<file path="config.mk">
export PLATFORM = sky130hd
export DESIGN_NAME = mseq_ctrl
export DESIGN_NICKNAME = d
export VERILOG_FILES = /design/src/rtl/mseq_ctrl.sv
export SDC_FILE = /design/constraint.sdc
export NUM_CORES = 1
export LEC_CHECK = 0
export BUFFER_PORTS_ARGS = -buffer_cell sky130_fd_sc_hd__buf_2
export CAP_MARGIN = 20
export CORE_UTILIZATION = 40
export DETAILED_ROUTE_END_ITERATION = 10
export PLACE_DENSITY = 0.68
export REMOVE_ABC_BUFFERS = 1
export SYNTH_ARGS = -nofsm -noshare
export SYNTH_HDL_FRONTEND = slang
export SYNTH_SLANG_ARGS = --single-unit
</file>
<file path="constraint.sdc">
create_clock -name CLK_50MHZ -period 1.86 [get_ports CLK_50MHZ]
set_input_delay 0.186 -clock CLK_50MHZ [delete_from_list [all_inputs] [get_ports CLK_50MHZ]]
set_output_delay 0.186 -clock CLK_50MHZ [all_outputs]
set_load 0.01 [all_outputs]
</file>
<file path="src/rtl/mseq_ctrl.sv">
// Run controller for the 5-bit M-sequence generator: loads seed/type, steps the phase
// once per clock for N periods and flags type words whose sequence does not return to the seed.
//
// state  | meaning
// -------+-------------------------------------------------------------
// S_IDLE | waiting; configuration offers accepted, start sampled
// S_LOAD | one cycle: copy shadow seed/type into the generator registers
// S_RUN  | stepping the phase; chips valid; stop sampled
// S_DONE | one cycle: done pulse, then back to S_IDLE

module mseq_ctrl #(
  parameter logic [4:0] PHASE_INIT = 5'b10101,
  parameter logic [4:0] TYPE_INIT  = 5'b11101,
  parameter int         PERIOD     = 31
) (
  input  logic       CLK_50MHZ,
  input  logic       RST,
  input  logic       cfg_valid,
  output logic       cfg_ready,
  input  logic [4:0] cfg_fase,
  input  logic [4:0] cfg_type,
  input  logic [7:0] cfg_periods,
  output logic       cfg_err,
  input  logic       start,
  input  logic       stop,
  input  logic [4:0] fase_new,
  output logic [4:0] fase,
  output logic [4:0] type_f,
  output logic       chip_en,
  output logic       busy,
  output logic [4:0] chip_idx,
  output logic [7:0] period_cnt,
  output logic       period_end,
  output logic       done,
  output logic       seq_err
);

  typedef enum logic [1:0] {
    S_IDLE = 2'd0,
    S_LOAD = 2'd1,
    S_RUN  = 2'd2,
    S_DONE = 2'd3
  } state_t;

  localparam logic [4:0] LAST_IDX = 5'(PERIOD - 1);

  state_t     r_state;
  state_t     w_state_nxt;

  logic [4:0] r_sh_seed;
  logic [4:0] r_sh_type;
  logic [7:0] r_sh_periods;

  logic [4:0] r_fase;
  logic [4:0] r_type_f;
  logic [4:0] r_chip_idx;
  logic [7:0] r_period_cnt;
  logic       r_seq_err;
  logic       r_cfg_err;

  logic       w_cfg_ready;
  logic       w_chip_en;
  logic       w_busy;
  logic       w_done;
  logic       w_last_chip;
  logic       w_cfg_hs;
  logic       w_cfg_ok;
  logic       w_cfg_bad;
  logic       w_run_complete;
  logic [7:0] w_period_inc;

  assign w_cfg_hs       = cfg_valid && w_cfg_ready;
  assign w_cfg_ok       = w_cfg_hs && (cfg_fase != 5'd0);
  assign w_cfg_bad      = w_cfg_hs && (cfg_fase == 5'd0);
  assign w_period_inc   = r_period_cnt + 8'd1;
  // A zero period count means continuous: only stop ends the run.
  assign w_run_complete = w_last_chip && (r_sh_periods != 8'd0) &&
                          (w_period_inc == r_sh_periods);

  always_ff @(posedge CLK_50MHZ) begin
    if (RST) begin
      r_state <= S_IDLE;
    end else begin
      r_state <= w_state_nxt;
    end
  end

  always_comb begin
    w_state_nxt = r_state;
    unique case (r_state)
      S_IDLE: if (start) w_state_nxt = S_LOAD;
      S_LOAD: w_state_nxt = S_RUN;
      S_RUN:  if (stop || w_run_complete) w_state_nxt = S_DONE;
      S_DONE: w_state_nxt = S_IDLE;
      default: w_state_nxt = S_IDLE;
    endcase
  end

  always_comb begin
    w_cfg_ready = 1'b0;
    w_chip_en   = 1'b0;
    w_busy      = 1'b0;
    w_done      = 1'b0;
    w_last_chip = 1'b0;
    unique case (r_state)
      S_IDLE: w_cfg_ready = 1'b1;
      S_LOAD: w_busy = 1'b1;
      S_RUN: begin
        w_chip_en   = 1'b1;
        w_busy      = 1'b1;
        w_last_chip = (r_chip_idx == LAST_IDX);
      end
      S_DONE: w_done = 1'b1;
      default: w_cfg_ready = 1'b0;
    endcase
  end

  always_ff @(posedge CLK_50MHZ) begin
    if (RST) begin
      r_sh_seed    <= PHASE_INIT;
      r_sh_type    <= TYPE_INIT;
      r_sh_periods <= 8'd1;
    end else if (w_cfg_ok) begin
      r_sh_seed    <= cfg_fase;
      r_sh_type    <= cfg_type;
      r_sh_periods <= cfg_periods;
    end
  end

  always_ff @(posedge CLK_50MHZ) begin
    if (RST) begin
      r_cfg_err <= 1'b0;
    end else begin
      r_cfg_err <= w_cfg_bad;
    end
  end

  always_ff @(posedge CLK_50MHZ) begin
    if (RST) begin
      r_fase       <= PHASE_INIT;
      r_type_f     <= TYPE_INIT;
      r_chip_idx   <= 5'd0;
      r_period_cnt <= 8'd0;
      r_seq_err    <= 1'b0;
    end else begin
      if (r_state == S_LOAD) begin
        r_fase       <= r_sh_seed;
        r_type_f     <= r_sh_type;
        r_chip_idx   <= 5'd0;
        r_period_cnt <= 8'd0;
        r_seq_err    <= 1'b0;
      end else if (r_state == S_RUN) begin
        if (w_last_chip) begin
          // Resync to the seed every period so one bad type word cannot drift later periods.
          r_fase       <= r_sh_seed;
          r_chip_idx   <= 5'd0;
          r_period_cnt <= w_period_inc;
          if (fase_new != r_sh_seed) begin
            r_seq_err <= 1'b1;
          end
        end else begin
          r_fase     <= fase_new;
          r_chip_idx <= r_chip_idx + 5'd1;
        end
      end
    end
  end

  assign cfg_ready  = w_cfg_ready;
  assign cfg_err    = r_cfg_err;
  assign fase       = r_fase;
  assign type_f     = r_type_f;
  assign chip_en    = w_chip_en;
  assign busy       = w_busy;
  assign chip_idx   = r_chip_idx;
  assign period_cnt = r_period_cnt;
  assign period_end = w_last_chip;
  assign done       = w_done;
  assign seq_err    = r_seq_err;

endmodule

</file>
# Word level (Yosys, flattened, before mapping)
# Index checks and enable logic that the tools add are counted.
totals:
  ff_bits: 45
  in_bits: 28
  output_inout_bits: 30
  elab_cells: 48
classes:
  n_addsub: 2
  n_eq_ne: 8
  muxes: 12
  reduce_logical: 16
ops:
  columns: ["op", "n"]
  rows:
  - ["$mux 5", 4]
  - ["$add 8x1->8 const B", 1]
  - ["$eq 8x8->1", 1]
  - ["$pmux 2 s4", 1]
  - ["$reduce_bool 8->1", 1]
  - ["$add 5x1->5 const B", 1]
  - ["$eq 5x5->1 const B", 1]
  - ["$logic_and 1x1->1", 5]
  - ["$logic_not 5->1", 1]
  - ["$mux 1", 5]
  - ["$ne 5x5->1", 1]
  - ["$reduce_bool 5->1", 1]
  - ["$eq 2x2->1 const B", 2]
  - ["$mux 2", 2]
  - ["$ne 2x2->1 const B", 2]
  - ["$reduce_and 2->1", 2]
  - ["$reduce_or 2->1", 2]
  - ["$reduce_and 3->1", 1]
  - ["$eq 2x1->1 const B", 1]
  - ["$logic_not 2->1", 1]
  - ["$reduce_bool 2->1", 1]
  - ["$logic_or 1x1->1", 1]

# Depth between registers and ports, before layout
depth:
  depth_word: 7
  mapped_depth: 9
  mapped_depth_nobuf: 9

# Least setup slack after synthesis
# OpenSTA, ideal clock, no wires.
synth_timing:
  kind: "flip-flop to flip-flop"
  startpoint: "register r_state[0]"
  endpoint: "register r_state[0]"
  setup_ps: 60
  arrival_ps: 2030
  required_time_ps: 1800
  path_slack_ps: -231
  path_stages_with_launch: 8
  path_buffers: 0
  cell_sequence: "dfxtp_1 -> inv_1 -> ha_1 -> and3_1 -> nand3_2 -> or4_1 -> o41ai_2 -> o221a_1"
synth_via:
  elab_chain_len: 7
  word_cells_on_any_way: 12
  classes_between: "5 x eq/ne; 2 x mux; 5 x reduce/logical"
synth_rtl:
  columns: ["element", "line", "text"]
  rows:
  - ["start: declaration", "47", "state_t r_state;"]
  - ["start signal: assignment", "84", "r_state <= w_state_nxt;"]
  - ["$eq 2x2->1", "90, 105", null]
  - ["$mux 1", "105", "unique case (r_state)"]
  - ["$logic_and 1x1->1 (2 in series)", "77", "assign w_run_complete = w_last_chip && (r_sh_periods != 8'd0) &&"]
  - ["$logic_or 1x1->1", "93", "S_RUN: if (stop || w_run_complete) w_state_nxt = S_DONE;"]
  - ["$ne 2x2->1 (no line)", null, null]
  - ["$reduce_and 2->1 (no line)", null, null]
# Several ways; a longest one is shown, not always the timed one.
# A chain may end at the register's enable or synchronous reset.

# Worst setup path in the final report
layout_timing:
  startpoint: "register r_state[0]"
  endpoint: "register r_state[1]"
# Same word-level chain as after synthesis.

==> impl_metrics.py <==
metrics = {
    "run_status": {
        "status": "finished, violations left",
        "violations": "setup timing",
    },
    "synthesis": {
        "synthTopCellsByArea": "dfxtp_1 42%, nand2_1 11%, xor2_1 5.7%",
        "yosys.area.top_type": "dfxtp_1",
        "synth_cells": 263,
        "yosysTopAreaCellShare_pct": 42.1,
        "synth_area_sq_um": 2140,
        "yosysSeqAreaShare_pct": 42.1,
        "syn_area_per_cell_sq_um": 8.14,
        "synth-seq-cells": 45,
        "yosysWarningCount": 0,
        "ys_types": 37,
    },
    "routing": {
        "postRouteAntennaNets": 0,
        "vias": 2052,
        "first_pass_iters": 7,
        "drt-vias-per-instance": 5.00,
        "drtIter0Drc": 94,
        "wl_per_cell_um": 13.1,
        "drc": 0,
        "wirelength_um": 5360,
    },
    "die": {
        "io_pins": 58,
        "fp.dieH_um": 75.2,
        "core_area_sq_um": 5140,
        "die_w_um": 75.2,
        "rows": 26,
        "die_area_sq_um": 5650,
        "start_util_pct": 41.7,
    },
    "layout": {
        "final_cell_mix": "61 x nand2_1, 57 x buf_2, 42 x dfxtp_1",
        "syn2layout_area_growth_pct": 33.8,
        "stdcell_count": 410,
        "nets": 374,
        "layout-drive-gt1-share_pct": 33.5,
        "postLayoutCoreUtil_pct": 55.7,
        "final_common_cell": "nand2_1",
        "n_antenna_cell": 0,
        "fin_area_sq_um": 2860,
    },
    "grt": {
        "grt_usage_pct": 19.8,
        "grt_max_degree": 22,
        "grt_pass1_vias": 1923,
        "grt_pass1_wl_um": 8400,
        "antenna_found_initial": 0,
        "grt_overflow": 0,
    },
    "sta": {
        "finalSetupTns_ns": -0.0875,
        "relSlewSlack_pct": 69.0,
        "fin_crit_sh_pct": 103,
        "fin_ws_ns": -0.0486,
        "setup_viol": 2,
        "holdWs_ns": 0.101,
        "tightest_slew_ns": 0.464,
        "hold_violations": 0,
        "rsz0062_at_grt": "true",
        "max_freq_mhz": 524,
        "slew_viol_final": 0,
        "clock_skew_ns": 0.00572,
        "fin_crit_ns": 1.91,
    },
    "power_and_ir_drop": {
        "cellLeakagePower_nw": 1.28,
        "vdd_drop_max_uv": 710,
        "p_total_mw": 3.45,
        "power_density_nw_per_um2": 1200,
    },
    "place": {
        "dpl_cell_area_sq_um": 2630,
        "io_buffers": 57,
        "gp_congestion": 0.833,
        "place_inst": 399,
        "pre_cts_ws_ns": -0.122,
        "hpwlAfterDp_um": 3710,
    },
    "clock_network": {
        "cts.sinks": 45,
        "cts_buffers": 5,
        "clk_path_buf_depth": 2,
        "clk_latency_ns": 0.29,
        "cts_max_level": 2,
        "cts_root_buf": "clkbuf_8",
        "clk_pin_slew_ns": 0.09,
        "tritoncts": "yes",
    },
    "worst_setup_path": {
        "path_max_fanout": 2,
        "critPathCaptureType": "register",
        "arrival_ns": 2.13,
        "critPathKind": "reg2reg",
        "startpoint_type": "register",
        "required_ns": 2.08,
    },
    "flow_run": {
        "drv_cap": 0,
    },
    "min_path": {
        "min_path_type": "in2reg",
    },
}
-- registers in the layout (all words and copies together), names as in the netlist --
signal / cells
r_sh_type: 5
chip_idx: 5
r_sh_seed: 5
period_cnt: 8
fase: 5
seq_err: 1
r_state: 2
type_f: 5
cfg_err: 1
r_sh_periods: 8
-- worst paths after layout --
| check | to | cells after the start | slack [ns] | startpoint |
|---|---|---|---|---|
| worst max-delay path | r_state[1] | 7 | -0.05 | r_state[0] |
| worst min-delay path | r_sh_type[3] | 3 | 0.10 | cfg_type[3] |
| worst min register to register | r_sh_type[1] | 2 | 0.46 | r_sh_type[1] |
| worst max register to register | r_state[1] | 7 | -0.05 | r_state[0] |
-- power breakdown --
part	leakage, nW	total [mW]	internal [mW]	switching, mW
clock	0.0585	0.767	0.438	0.329
sequential	0.369	1.27	1.15	0.117
combinational	0.855	1.42	0.648	0.768
-- cell type report --
cell class	count	area (sq um)
tap	70	87.6
clock inverter	1	30.0
fill	476	2280
clock buffer	7	86.3
multi-input combinational	196	1220
timing repair buffer	85	512
sequential	45	905
inverter	6	22.5
-- Yosys cell counts --
cell and number:
a221o_1 2, dfxtp_1 45, nor3b_1 2, nand3b_1 1
or2_2 1, buf_4 2, xnor2_1 8, a311oi_1 2
or3_2 2, a211oi_1 2, nor4_1 1, and4_1 1
ha_1 7, nand3_2 1, inv_1 6, buf_2 3
nand3_1 13, o41ai_2 1, o221a_1 1, a31o_2 3
xor2_1 14, and3_1 2, nand4_1 3, nor3_1 8
nand2b_1 2, clkbuf_1 11, or2b_1 1, mux2i_1 6
or4_1 1, nor2_1 17, nor2b_1 1, a21oi_1 19
o22ai_1 1, nand2_1 61, and2_1 3, o21ai_0 8
a22oi_1 1
-- worst max-delay path, stage by stage, from the launching register on --
cell and delay [ns]:
dfxtp_2 0.33, inv_2 0.06, ha_4 0.12, and3_4 0.19, nand3_4 0.08, or4_4 0.55, o41ai_4 0.27, mux2i_1 0.23
-- per-layer routing --
metal / share of wire [%] / track usage (%) / vias to the layer above
met1: 44 / 23.6 / 941
met5: 0 / 0 / -
met4: 2.0 / 7.41 / 0
met2: 49 / 34.3 / 62
met3: 4.3 / 5.09 / 10
li1: - / - / 1039
-- logic make-up (layout without fill, tap and decap cells) --
group,after synthesis,count (layout),share of synthesized area (%)
and+or+nand+nor,121,121,25.7
AOI/OAI and AO/OA,40,40,11.9
muxes,6,6,2.81
buffers and inverters,22,99,4.38
xor gates and xnor gates,22,22,9.00
DFF,45,45,42.1
adders and majority gates,7,7,4.09
-- timing repair --
item | 4_1_cts | 5_1_grt
pin swaps | 2 | 1
buffers inserted | 1 | 2
gates resized for setup | 11 | 8
gates cloned | 0 | 0
endpoints found under the setup margin | 3 | 13
hold buffers | 0 | 0
(Power assumes the default switching activity.)
